==> config.mk <==
export PLATFORM = sky130hd
export DESIGN_NAME = decode_sequencer
export DESIGN_NICKNAME = d
export VERILOG_FILES = /design/src/rtl/decode_sequencer.sv
export SDC_FILE = /design/constraint.sdc
export NUM_CORES = 1
export LEC_CHECK = 0
export CELL_PAD_IN_SITES_DETAIL_PLACEMENT = 1
export CELL_PAD_IN_SITES_GLOBAL_PLACEMENT = 1
export CORE_MARGIN = 4
export CORE_UTILIZATION = 24
export CTS_BUF_LIST = sky130_fd_sc_hd__clkbuf_2
export DETAILED_ROUTE_END_ITERATION = 10
export GPL_TIMING_DRIVEN = 0
export PLACE_DENSITY_LB_ADDON = 0.05
export SYNTH_ARGS = -nofsm -noshare
export SYNTH_HDL_FRONTEND = slang
export SYNTH_SLANG_ARGS = --single-unit
==> constraint.sdc <==
create_clock -name Clk -period 1.5 [get_ports Clk]
set_input_delay 0.3 -clock Clk [delete_from_list [all_inputs] [get_ports Clk]]
set_output_delay 0.3 -clock Clk [all_outputs]
set_load 0.01 [all_outputs]
==> src/rtl/decode_sequencer.sv <==
// Decode-stage sequencer: detects load-use hazards and drives the multi-beat
// stack push/pop sequences for call, return, return-from-interrupt and
// interrupt entry, followed by a single-cycle pipeline flush.
module decode_sequencer (
    input  logic       Clk,
    input  logic       Rst,
    input  logic       IntReq,
    input  logic       CallDec,
    input  logic       RetDec,
    input  logic       RtiDec,
    input  logic       ExMemRead,
    input  logic [2:0] ExRdst,
    input  logic [2:0] DecRsrc,
    input  logic [2:0] DecRdst,
    input  logic       DecUsesRsrc,
    input  logic       DecUsesRdst,
    output logic       Stall,
    output logic       ForcePush,
    output logic       ForcePop,
    output logic [1:0] PushSel,
    output logic       SecondIter,
    output logic       Flush,
    output logic       IntAck,
    output logic       Busy
);

    typedef enum logic [3:0] {
        S_IDLE  = 4'd0,
        S_INT0  = 4'd1,
        S_INT1  = 4'd2,
        S_INT2  = 4'd3,
        S_CALL0 = 4'd4,
        S_CALL1 = 4'd5,
        S_RET0  = 4'd6,
        S_RET1  = 4'd7,
        S_RTI0  = 4'd8,
        S_RTI1  = 4'd9,
        S_RTI2  = 4'd10,
        S_FLUSH = 4'd11
    } state_t;

    // Stack word selectors carried on PushSel.
    localparam logic [1:0] SEL_PC_LO = 2'd0;
    localparam logic [1:0] SEL_PC_HI = 2'd1;
    localparam logic [1:0] SEL_FLAGS = 2'd2;

    state_t state;
    state_t state_nxt;
    logic   int_pending;
    logic   int_pending_nxt;
    logic   load_use;
    logic   rsrc_hit;
    logic   rdst_hit;
    logic   take_int;

    // Load-use hazard: a load in execute writes a register that decode reads.
    always_comb begin
        rsrc_hit = DecUsesRsrc && (ExRdst == DecRsrc);
        rdst_hit = DecUsesRdst && (ExRdst == DecRdst);
        load_use = (state == S_IDLE) && ExMemRead && (rsrc_hit || rdst_hit);
    end

    // Next-state selection; decoded flags and interrupts only act from IDLE.
    always_comb begin
        state_nxt = state;
        take_int  = 1'b0;
        unique case (state)
            S_IDLE: begin
                if (!load_use) begin
                    if (CallDec) begin
                        state_nxt = S_CALL0;
                    end else if (RetDec) begin
                        state_nxt = S_RET0;
                    end else if (RtiDec) begin
                        state_nxt = S_RTI0;
                    end else if (int_pending || IntReq) begin
                        state_nxt = S_INT0;
                        take_int  = 1'b1;
                    end
                end
            end
            S_INT0:  state_nxt = S_INT1;
            S_INT1:  state_nxt = S_INT2;
            S_INT2:  state_nxt = S_FLUSH;
            S_CALL0: state_nxt = S_CALL1;
            S_CALL1: state_nxt = S_FLUSH;
            S_RET0:  state_nxt = S_RET1;
            S_RET1:  state_nxt = S_FLUSH;
            S_RTI0:  state_nxt = S_RTI1;
            S_RTI1:  state_nxt = S_RTI2;
            S_RTI2:  state_nxt = S_FLUSH;
            S_FLUSH: state_nxt = S_IDLE;
            default: state_nxt = S_IDLE;
        endcase
    end

    // Interrupt pending flag: requests merge, cleared only when the interrupt is taken.
    always_comb begin
        int_pending_nxt = int_pending || IntReq;
        if (take_int) begin
            int_pending_nxt = 1'b0;
        end
    end

    // State register with asynchronous reset to IDLE.
    always_ff @(posedge Clk or negedge Rst) begin
        if (!Rst) begin
            state <= S_IDLE;
        end else begin
            state <= state_nxt;
        end
    end

    // Pending-interrupt register; reset keeps requests during reset from latching.
    always_ff @(posedge Clk or negedge Rst) begin
        if (!Rst) begin
            int_pending <= 1'b0;
        end else begin
            int_pending <= int_pending_nxt;
        end
    end

    // Moore outputs decoded from the registered state; Stall also sees the hazard.
    always_comb begin
        ForcePush  = 1'b0;
        ForcePop   = 1'b0;
        PushSel    = SEL_PC_LO;
        SecondIter = 1'b0;
        Flush      = 1'b0;
        IntAck     = 1'b0;
        Busy       = (state != S_IDLE);
        Stall      = load_use || (state != S_IDLE);
        unique case (state)
            S_INT0: begin
                ForcePush = 1'b1;
                PushSel   = SEL_PC_LO;
                IntAck    = 1'b1;
            end
            S_INT1: begin
                ForcePush = 1'b1;
                PushSel   = SEL_PC_HI;
            end
            S_INT2: begin
                ForcePush  = 1'b1;
                PushSel    = SEL_FLAGS;
                SecondIter = 1'b1;
            end
            S_CALL0: begin
                ForcePush = 1'b1;
                PushSel   = SEL_PC_LO;
            end
            S_CALL1: begin
                ForcePush  = 1'b1;
                PushSel    = SEL_PC_HI;
                SecondIter = 1'b1;
            end
            S_RET0: begin
                ForcePop = 1'b1;
                PushSel  = SEL_PC_HI;
            end
            S_RET1: begin
                ForcePop   = 1'b1;
                PushSel    = SEL_PC_LO;
                SecondIter = 1'b1;
            end
            S_RTI0: begin
                ForcePop = 1'b1;
                PushSel  = SEL_FLAGS;
            end
            S_RTI1: begin
                ForcePop = 1'b1;
                PushSel  = SEL_PC_HI;
            end
            S_RTI2: begin
                ForcePop   = 1'b1;
                PushSel    = SEL_PC_LO;
                SecondIter = 1'b1;
            end
            S_FLUSH: begin
                Flush = 1'b1;
            end
            default: begin
                Busy = (state != S_IDLE);
            end
        endcase
    end

endmodule
==> metrics.csv <==
stage;metric;value;unit
routing;Pre-antenna DRT Iters;5;
global_route;gr usage total;15.13;%
routing;Vias;645;
outcome;status;complete, but fails checks;
clock_network;Sink Count;5;
synthesis;Post-synth EDFFs;0;
synthesis;syn nets;77;
cells_and_area;filler cell count in the final layout;211;
setup_path;CP Data Arrival Time;1590;ps
routing;remaining antenna violation count;0;
routing;drt wl/cell;15.30;microns
synthesis;FF+latch count, synth;5;
placed_design;worst slack, placed;-862.4;ps
floorplan;Core Box Area;1802;sq um
sta;final setup vio count;12;
synthesis;Synth top area share;26.18;%
clock_network;Worst-Skew Late Latency;210;ps
setup_path;Worst setup EP type;primary output;
cells_and_area;Ant. Diodes;0;
sta;Final WS setup;-394.8;ps
sta;RSZ-0062 raised after global routing;yes;
setup_path;startpoint types;flip-flop;
placed_design;hpwl dp;1188;microns
global_route;antenna violations before repair;0;
floorplan;initial core utilization;26.53;%
floorplan;DIE WIDTH;52.63;microns
setup_path;worst r2r src;state[3];
power;Switching Share;43.54;%
global_route;vias in the first global route;640;
power;Reg power frac;12.4;%
cells_and_area;most common cell after layout, fill and taps aside;clkdlybuf4s50_1;
clock_network;CTS tree;built;
synthesis;post-synthesis sequential area ratio;26.18;%
sta;Max Clk Rate;0.5278;GHz
synthesis;Synth Area per Inst;8.101;sq um
clock_network;Max Buffers Root-to-Sink;2;
placed_design;port bufs;26;
synthesis;Distinct cells, synth;26;
power;maximum vdd drop;0.0007666;V
clock_network;CTS buffer count;3;
routing;DR vias/cell;4.850;
floorplan;die footprint;2769;sq um
worst_hold_path;Hold WC Path Type;input port to asynchronous set/reset pin;
global_route;first-pass GRT wire length;3098;microns
clock_network;root buffer cell;clkbuf_2;
floorplan;row count;15;
global_route;largest net degree at the start of global routing;11;
routing;drt total wl;2035;microns
sta;Slew Viols, Final;0;
setup_path;required time of the critical path;1200;ps
cells_and_area;nets;127;
power;P_sw;0.7610;mW
power;Clk pwr share;7.0;%
power;Comb power frac;80.6;%
routing;DRC violations left;0;
sta;min Tclk post-route;1895;ps
synthesis;Synth Cell Area;478.0;sq um
sta;setup TNS;-1477;ps
setup_path;Crit Path Max Fanout;2;
outcome;failing checks;negative setup slack;
sta;Clock Skew;0.2698;ps
synthesis;ys async rst share;100.0;%
synthesis;Main synth FF type;dfrtp_1;
floorplan;die outline height;52.63;microns
power;Power per Cell Area;1667;nW/um^2
setup_path;Crit path max-delay family;simple AND/OR/NAND/NOR gates;
setup_path;crit-path cells;buf_6 -> nor4_4 -> buf_4 -> nand2_4 -> a21oi_4 -> or2b_1 -> buf_2;
cells_and_area;most frequent cells in the layout;clkdlybuf4s50_1, buf_4, buf_6, nor2_1, buf_2;
sta;Least-Margin Pin Slew;276.3;ps
cells_and_area;Syn-to-layout area delta;119.4;%
synthesis;Synth warnings;0;
clock_network;clock-pin slew on the worst setup and hold paths;50;ps
global_route;grt ovf;0;
floorplan;I/O pin cnt;27;
sta;Final period util;126.3;%
power;Pint;0.9870;mW
power;Leak Pwr;0.4539;nW
setup_path;Crit Path Class;flip-flop to primary output;
placed_design;gpl congestion;0.6972;
sta;Fin. Hold Viols;0;
setup_path;Critical Path Max Stage Delay;400;ps
routing;Starting DRT DRC Count;12;
synthesis;Area contributors post-synth;dfrtp_1, xnor2_1, nor2_1;
sta;Max-slew headroom;81.39;%
sta;worst hold slack;307.7;ps
cells_and_area;share of cells above drive strength 1;52.78;%
setup_path;slowest CP cell;dfrtp_1;
setup_path;CP Buf/Inv Count;3;
setup_path;crit path from;state[3];
synthesis;leading area contributor after synthesis;dfrtp_1;
clock_network;H-tree Lvls;1;
run;MaxCap Viol Count;0;
synthesis;synthesized instance count;59;
## cell usage after synthesis, types with 2 or more instances
master    count
a211oi_1      2
dfrtp_1       5
nand4_1       2
a21oi_1       3
xnor2_1       6
a21o_1        2
nor2_1        8
o21ai_0       3
nor3_1        4
inv_1         2
nand2b_1      3
nand3b_1      2
buf_2         4
## path summary, 6_finish.rpt
kind / endpoint / slack (ps) / cells past startpoint
max: Stall / -390 / 7
max reg2reg: state[0] / -120 / 8
min reg2reg: int_pending / 530 / 1
max in group asynchronous: state[1] / 1000 / 1
min: state[0] / 310 / 1
min in group Clk: int_pending / 530 / 1
## state kept, by name, indices dropped and copies added (netlist names)
| register | cells |
|---|---|
| int_pending | 1 |
| state | 4 |
## timing repair
item / 4_1_cts / 5_1_grt
pin swaps: 6 / 4
hold buffers: 0 / 0
gates resized for setup: 60 / 21
buffers inserted: 15 / 8
endpoints found under the setup margin: 9 / 14
## logic make-up (layout without fill, tap and decap cells)
logic type | count (synthesis) | in the layout | synth area share [%]
buffers and inverters | 6 | 55 | 5.760
XOR/XNOR | 6 | 6 | 10.99
AND/OR/NAND/NOR | 26 | 26 | 32.72
flip-flops | 5 | 5 | 26.18
AO/OA/AOI/OAI | 16 | 16 | 24.35
## power by group through the flow
| stage | logic (mW) | registers [mW] | clock network, mW |
|---|---|---|---|
| finish | 1.41 | 0.216 | 0.123 |
| global route | 1.51 | 0.224 | 0.134 |
| CTS | 1.15 | 0.215 | 0.129 |
| detailed placement | 0.850 | 0.244 | 0 |
| global placement | 0.843 | 0.242 | 0 |
| floorplan | 0.475 | 0.231 | 0 |
## through the flow
step	area (sq um)	std cells	power (mW)	util, %
5_1_grt	1049	133	1.872	58.19
3_5_place_dp	769.5	110	1.095	42.71
3_3_place_gp	769.5	110	1.084	42.71
6_report	1049	133	1.748	58.19
4_1_cts	940.9	129	1.495	52.22
2_1_floorplan	478.0	59	0.7052	-
## area by class of cell
class	instances	area (sq um)	share of cell area, %
Buffer	2	22.52	2.148
Clock buffer	4	20.02	1.909
Inverter	2	7.507	0.7160
Sequential cell	5	125.1	11.93
Tap cell	25	31.28	2.983
Timing Repair Buffer	47	410.4	39.14
Multi-Input combinational cell	48	431.7	41.17
## layer usage
| metal | vias to the layer above | GRT usage, % | wire length [microns] |
|---|---|---|---|
| met1 | 316 | 18.23 | 835 |
| li1 | 310 | - | - |
| met4 | 0 | 3.830 | 0 |
| met2 | 19 | 26.24 | 1067 |
| met5 | - | 0 | 0 |
| met3 | 0 | 3.989 | 132 |
No activity file was read; power rests on OpenSTA's default activity.
